$ cat src/rtl/mem_dump_ctrl.sv
// End-of-run data memory dump: on request, reads dmem word by word
// and streams each (address, data) pair out over a valid/ready port.
module mem_dump_ctrl #(
    parameter int ADDR_WIDTH = 8,
    parameter int DATA_WIDTH = 32,
    parameter int DEPTH      = 256
) (
    input  logic                  clk,
    input  logic                  reset,
    input  logic                  complete,
    output logic                  mem_rd_en,
    output logic [ADDR_WIDTH-1:0] mem_rd_addr,
    input  logic [DATA_WIDTH-1:0] mem_rd_data,
    output logic                  dump_valid,
    input  logic                  dump_ready,
    output logic [ADDR_WIDTH-1:0] dump_addr,
    output logic [DATA_WIDTH-1:0] dump_data,
    output logic                  busy,
    output logic                  done
);

    localparam logic [ADDR_WIDTH-1:0] LAST_ADDR = ADDR_WIDTH'(DEPTH - 1);

    typedef enum logic [2:0] {
        IDLE,
        READ,
        CAPT,
        OUT,
        DONE
    } state_t;

    state_t                state_q, state_d;
    logic                  rd_en_q, rd_en_d;
    logic [ADDR_WIDTH-1:0] rd_addr_q, rd_addr_d;
    logic                  valid_q, valid_d;
    logic [ADDR_WIDTH-1:0] addr_q, addr_d;
    logic [DATA_WIDTH-1:0] data_q, data_d;
    logic                  busy_q, busy_d;
    logic                  done_q, done_d;

    always_ff @(posedge clk or posedge reset) begin
        if (reset) begin
            state_q   <= IDLE;
            rd_en_q   <= 1'b0;
            rd_addr_q <= '0;
            valid_q   <= 1'b0;
            addr_q    <= '0;
            data_q    <= '0;
            busy_q    <= 1'b0;
            done_q    <= 1'b0;
        end else begin
            state_q   <= state_d;
            rd_en_q   <= rd_en_d;
            rd_addr_q <= rd_addr_d;
            valid_q   <= valid_d;
            addr_q    <= addr_d;
            data_q    <= data_d;
            busy_q    <= busy_d;
            done_q    <= done_d;
        end
    end

    always_comb begin
        state_d   = state_q;
        rd_en_d   = rd_en_q;
        rd_addr_d = rd_addr_q;
        valid_d   = valid_q;
        addr_d    = addr_q;
        data_d    = data_q;
        busy_d    = busy_q;
        done_d    = done_q;
        unique case (state_q)
            IDLE: begin
                if (complete) begin
                    rd_en_d   = 1'b1;
                    rd_addr_d = '0;
                    busy_d    = 1'b1;
                    state_d   = READ;
                end
            end
            READ: begin
                rd_en_d = 1'b0;
                state_d = CAPT;
            end
            CAPT: begin
                data_d  = mem_rd_data;
                addr_d  = rd_addr_q;
                valid_d = 1'b1;
                state_d = OUT;
            end
            OUT: begin
                // Next read is issued only once the current word is taken.
                if (dump_ready) begin
                    valid_d = 1'b0;
                    if (addr_q == LAST_ADDR) begin
                        busy_d  = 1'b0;
                        done_d  = 1'b1;
                        state_d = DONE;
                    end else begin
                        rd_addr_d = addr_q + ADDR_WIDTH'(1);
                        rd_en_d   = 1'b1;
                        state_d   = READ;
                    end
                end
            end
            DONE: begin
                state_d = DONE;
            end
            default: begin
                state_d = IDLE;
            end
        endcase
    end

    assign mem_rd_en   = rd_en_q;
    assign mem_rd_addr = rd_addr_q;
    assign dump_valid  = valid_q;
    assign dump_addr   = addr_q;
    assign dump_data   = data_q;
    assign busy        = busy_q;
    assign done        = done_q;

endmodule

$ cat config.mk
export PLATFORM = sky130hd
export DESIGN_NAME = mem_dump_ctrl
export DESIGN_NICKNAME = d
export VERILOG_FILES = /design/src/rtl/mem_dump_ctrl.sv
export SDC_FILE = /design/constraint.sdc
export NUM_CORES = 1
export LEC_CHECK = 0
export CAP_MARGIN = 20
export CORE_MARGIN = 8
export CORE_UTILIZATION = 43
export CTS_CLUSTER_DIAMETER = 30
export DETAILED_ROUTE_END_ITERATION = 12
export PLACE_DENSITY = 0.82
export SLEW_MARGIN = 20
export SYNTH_ARGS = -nofsm -noshare
export SYNTH_HDL_FRONTEND = slang
export SYNTH_SLANG_ARGS = --single-unit
export TNS_END_PERCENT = 10
$ cat constraint.sdc
create_clock -name clk -period 2 [get_ports clk]
set_clock_uncertainty 0.15 [all_clocks]
set_input_delay 0.4 -clock clk [delete_from_list [all_inputs] [get_ports clk]]
set_output_delay 0.4 -clock clk [all_outputs]
set_load 0.1 [all_outputs]
## Word-level counts from Yosys, hierarchy flattened

Index checks and enable logic that the tools add are counted.

- Reduce and logical (&&, ||, !) cells: 10
- Multiplexer cells: 17
- Add/sub/neg operators: 1
- Equality and inequality tests: 9

Operator list:

| kind | count |
|---|---|
| $mux 8 | 3 |
| $pmux 8 s2 | 1 |
| $pmux 3 s5 | 1 |
| $reduce_and 4->1 | 3 |
| $mux 3 | 3 |
| $add 8x1->8 const B | 1 |
| $eq 8x8->1 const B | 1 |
| $ne 2x2->1 const B | 4 |
| $eq 3x2->1 const B | 2 |
| $mux 1 | 6 |
| $pmux 1 s2 | 2 |
| $reduce_and 2->1 | 2 |
| $reduce_bool 2->1 | 2 |
| $eq 3x1->1 const B | 1 |
| $eq 3x3->1 const B | 1 |
| $logic_not 3->1 | 1 |
| $pmux 1 s3 | 1 |
| $reduce_and 3->1 | 1 |
| $reduce_bool 3->1 | 1 |

- Bits in registers: 55
- Word-level logic and storage cells: 45
- Output and inout port bits: 52

## Depth between registers and ports, before layout

- Word-level depth: 4
- Mapped depth: 6
- Gate-level depth less buffers: 5

## Least setup slack after synthesis

OpenSTA, ideal clock, no wires.

- Path type: register to register
- Start: register addr_q[2] (netlist: dump_addr[2])
- End: register rd_addr_q[5] (netlist: mem_rd_addr[5])
- Required time: 1.784 ns
- Cell stages (with the launch flop): 5
- Buffers on the path: 0
- Library setup time: 0.066 ns
- Period minus slack after synthesis: 2.310 ns
- Path slack: -0.310 ns
- Arrival time: 2.094 ns
- Cells stage by stage: dfrtp_1 > nand3_1 > or3_1 > a2111oi_0 > a21o_1

- Word-level cells in the longest chain between the ends: 4
- Elaborated cells on any way between the ends: 7

Ends and longest elaborated chain:

| element | RTL line | text |
|---|---|---|
| start: declaration | 36 | `logic [ADDR_WIDTH-1:0] addr_q, addr_d;` |
| start signal: assignment | 56 | `addr_q <= addr_d;` |
| $add 8x1->8 | 100 | `rd_addr_d = addr_q + ADDR_WIDTH'(1);` |
| $mux 8 | 95 | `if (addr_q == LAST_ADDR) begin` |
| $mux 8 | 93 | `if (dump_ready) begin` |
| $pmux 8 s2 | 72 | `unique case (state_q)` |
| end signal: assignment | 54 | `rd_addr_q <= rd_addr_d;` |
| end: declaration | 34 | `logic [ADDR_WIDTH-1:0] rd_addr_q, rd_addr_d;` |

Several ways; a longest one is shown, not always the timed one. The select of a mux whose other input is x is not followed.
A chain may end at the register's enable or synchronous reset.

## Worst setup path after layout

- Start: input complete
- End: register rd_addr_q[2] (netlist: mem_rd_addr[2])

- Word-level cells in the longest chain between the ends: 2

Ends and longest elaborated chain:

| element | RTL line | text |
|---|---|---|
| start: declaration | 10 | `input logic complete,` |
| $ne 2x2->1 (no source line) | - |  |
| $reduce_and 4->1 (no source line) | - |  |

No other way between the ends.

==> out/metrics.json <==
{
  "relSlewSlack": 0.671,
  "placement_rows": 26,
  "synth-adder-area-share": 0.00561,
  "synthesis.instances": 160,
  "clkSlewWorstSetupHoldPaths_ns": 0.10,
  "path_max_fanout": 5,
  "sw_frac_of_total": 0.211,
  "cts_root_buffer": "sky130_fd_sc_hd__clkbuf_8",
  "initial_utilization": 0.442,
  "average_footprint_of_a_synthesized_cell_um2": 13.9,
  "outcome": "finished with violations",
  "final_min_period_ns": 2.00,
  "netlist.area_leader.share": 0.618,
  "track_usage": 0.158,
  "max-cap-violations": 0,
  "design.final.nets": 296,
  "overflow": 0,
  "netlist.top_cell.by_area": "sky130_fd_sc_hd__dfrtp_1",
  "postRouteWirelength_mm": 5.88,
  "yosys_register_bits": 55,
  "clkSinkCount": 55,
  "timing.final.max_slew_violations": 0,
  "area.growth.synth_to_final_pct": 77.8,
  "synth_edf_count": 0,
  "grt_use_met3": 0.0535,
  "vdd.ir_drop.worst_uv": 426,
  "post_dp_cell_area_um2": 3790,
  "power_density_nw_per_um2": 550,
  "cp-start-kind": "primary input",
  "dr_total_vias": 1656,
  "gp_routability_congestion": 0.799,
  "post_synth_num_cell_types": 30,
  "num_antenna_cells": 0,
  "die-height_um": 88.0,
  "static-leakage-power_nw": 1.78,
  "switching_power_w": 0.000461,
  "setup_violations": 1,
  "postLayoutSetupSlackWorst_ns": -0.000719,
  "globalRoute.busiestLayer": "met2",
  "critPathCaptureType": "flip-flop",
  "synth_simple_gate_area_share": 0.0724,
  "drc": 0,
  "final_antenna_net_count": 0,
  "criticalPathCategory": "primary input to flip-flop",
  "place.port_buffers": 87,
  "ioPinCount": 88,
  "met2_usage": 0.265,
  "first_global_vias": 1857,
  "synth_sequential_area_ratio": 0.618,
  "grt_max_degree": 28,
  "combPwrFrac": 0.089,
  "antenna_violations_before_repair": 0,
  "initialDrtViolationCount": 63,
  "floorplan.die_area_um2": 7740,
  "core_area_um2": 5040,
  "fp.dieW_um": 88.0,
  "finalHoldViolCount": 0,
  "clock_path_buffers": 2,
  "timing.final.crit_share": 1.00,
  "cell_area_after_synthesis_um2": 2230,
  "hold_path.class": "primary input to asynchronous set/reset pin",
  "cts_made_buffers": 5,
  "synth.most_common_cell": "sky130_fd_sc_hd__dfrtp_1",
  "async_flop_share": 1.00,
  "routedWlPerCell_um": 17.8,
  "layout.core_utilization": 0.786,
  "max_slew.worst_pin.slew_ns": 0.492,
  "synth_xor_area_frac": 0.0197,
  "ctsHtreeMaxLevel": 2,
  "cts_tree": "yes",
  "synth_top_family_by_area": "multiplexers",
  "synth_area_leaders": "sky130_fd_sc_hd__dfrtp_1, sky130_fd_sc_hd__mux2_2, sky130_fd_sc_hd__a21o_1, sky130_fd_sc_hd__o21ai_0, sky130_fd_sc_hd__nor2_1",
  "seq_power_share": 0.518,
  "synth.yosys.warnings": 0,
  "post_route_cells_drive_above_1_share": 0.485,
  "share_of_power_burned_in_the_clock_network": 0.393,
  "grt.met1_usage": 0.191,
  "fmaxAchievable_mhz": 500,
  "insertion_delay_ns": 0.30,
  "postSynthNetCount": 197,
  "final_area_um2": 3960,
  "viasPerCell": 5.02,
  "synthesized_area_fraction_occupied_by_ao_oa_aoi_and_oai_cells": 0.0651,
  "first_pass_grt_wire_length_mm": 9.52,
  "cts_hold_buf": 0,
  "failed_checks": "setup timing",
  "muxShareOfSynthArea": 0.202,
  "cp_data_required_time_ns": 2.10,
  "drt_pass1_iterations": 4,
  "worstPathArrival_ns": 2.10,
  "power.internal_w": 0.00172,
  "synth-main-ff-cell": "sky130_fd_sc_hd__dfrtp_1",
  "leading_cell_types_by_count_after_synthesis": "sky130_fd_sc_hd__dfrtp_1, sky130_fd_sc_hd__mux2_2, sky130_fd_sc_hd__a21o_1, sky130_fd_sc_hd__nor2_1, sky130_fd_sc_hd__o21ai_0",
  "detailedPlacementHpwl_mm": 4.55
}
path summary, 6_finish.rpt:
path	from	end	slack, ns	cells past startpoint
min in group clk	dump_addr[0]$_DFFE_PP0P_	mem_rd_addr[0]$_DFFE_PP0P_	0.40	1
max	complete	mem_rd_addr[2]$_DFFE_PP0P_	-0.0007	6
min	reset	dump_data[19]$_DFFE_PP0P_	0.23	2
max reg2reg	state_q[2]$_DFFE_PP0P_	mem_rd_en$_DFFE_PP0P_	0.12	5
min reg2reg	dump_addr[0]$_DFFE_PP0P_	mem_rd_addr[0]$_DFFE_PP0P_	0.40	1
max in group asynchronous	reset	dump_addr[5]$_DFFE_PP0P_	1.00	3
placed cells by master (no fill, tap or decap), drive strengths merged, types with 5 or more instances in the layout:
cell | netlist | layout
clkdlybuf4s50 | 0 | 35
o21ai | 7 | 7
nand2 | 5 | 5
mux2 | 40 | 40
a21o | 7 | 7
nor2 | 7 | 7
clkbuf | 0 | 6
buf | 5 | 62
nand3 | 5 | 5
dfrtp | 55 | 55
state kept, by name, summed over array words and instances (netlist names):
register     count
dump_data       32
dump_addr        8
mem_rd_addr      8
state_q          3
busy             1
done             1
dump_valid       1
mem_rd_en        1
per-layer routing:
layer / part of all wire / vias up
met5: 0 / -
li1: - / 769
met2: 0.50 / 69
met3: 0.082 / 5
met1: 0.41 / 813
met4: 0.0060 / 0
critical path, cell delays in order:
cell and delay (ns):
sky130_fd_sc_hd__clkdlybuf4s50_1 0.48, sky130_fd_sc_hd__or3b_4 0.40, sky130_fd_sc_hd__a21o_4 0.23, sky130_fd_sc_hd__buf_4 0.15, sky130_fd_sc_hd__nor4_2 0.31, sky130_fd_sc_hd__a21o_1 0.12
final cells by class:
class                           instances  area [µm²]
Clock inverter                          2        60.1
Clock buffer                            6        72.6
Tap cell                               70        87.6
Fill cell                             285        1080
Multi-Input combinational cell         98         856
Timing Repair Buffer                   97        1490
Inverter                                2        7.51
Sequential cell                        55        1390
repair_timing:
item / in CTS / in global routing
setup endpoints to repair: 6 / 6
pin swaps: 0 / 1
buffers inserted: 0 / 0
gates resized for setup: 2 / 5
metrics by stage:
step	total power [W]	worst slack, ns	instances	hold WS, ns	TNS (ns)
2_1_floorplan	0.00122	-0.0122	160	0.346	-0.0973
3_3_place_gp	0.00134	-0.304	322	0.359	-2.42
3_5_place_dp	0.00135	-0.375	322	0.373	-2.90
4_1_cts	0.00219	0.00251	330	0.234	0
5_1_grt	0.00225	-0.00446	330	0.257	-0.00910
6_report	0.00218	-0.000719	330	0.227	-0.000719
power groups by stage:
stage,registers (W),logic [W],clock network (W)
6_report,0.00113,0.000194,0.000856
2_1_floorplan,0.00120,0.0000239,0
5_1_grt,0.00113,0.000206,0.000910
3_3_place_gp,0.00115,0.000192,0
4_1_cts,0.00113,0.000196,0.000867
3_5_place_dp,0.00115,0.000195,0
kinds of logic after synthesis:
family / count (synthesis)
DFF: 55
muxes: 40
and+or+nand+nor: 31
AOI/OAI and AO/OA: 21
buffers and inverters: 7
xor gates and xnor gates: 5
adders and majority gates: 1
Note: power is estimated with default switching activity, not from simulation.
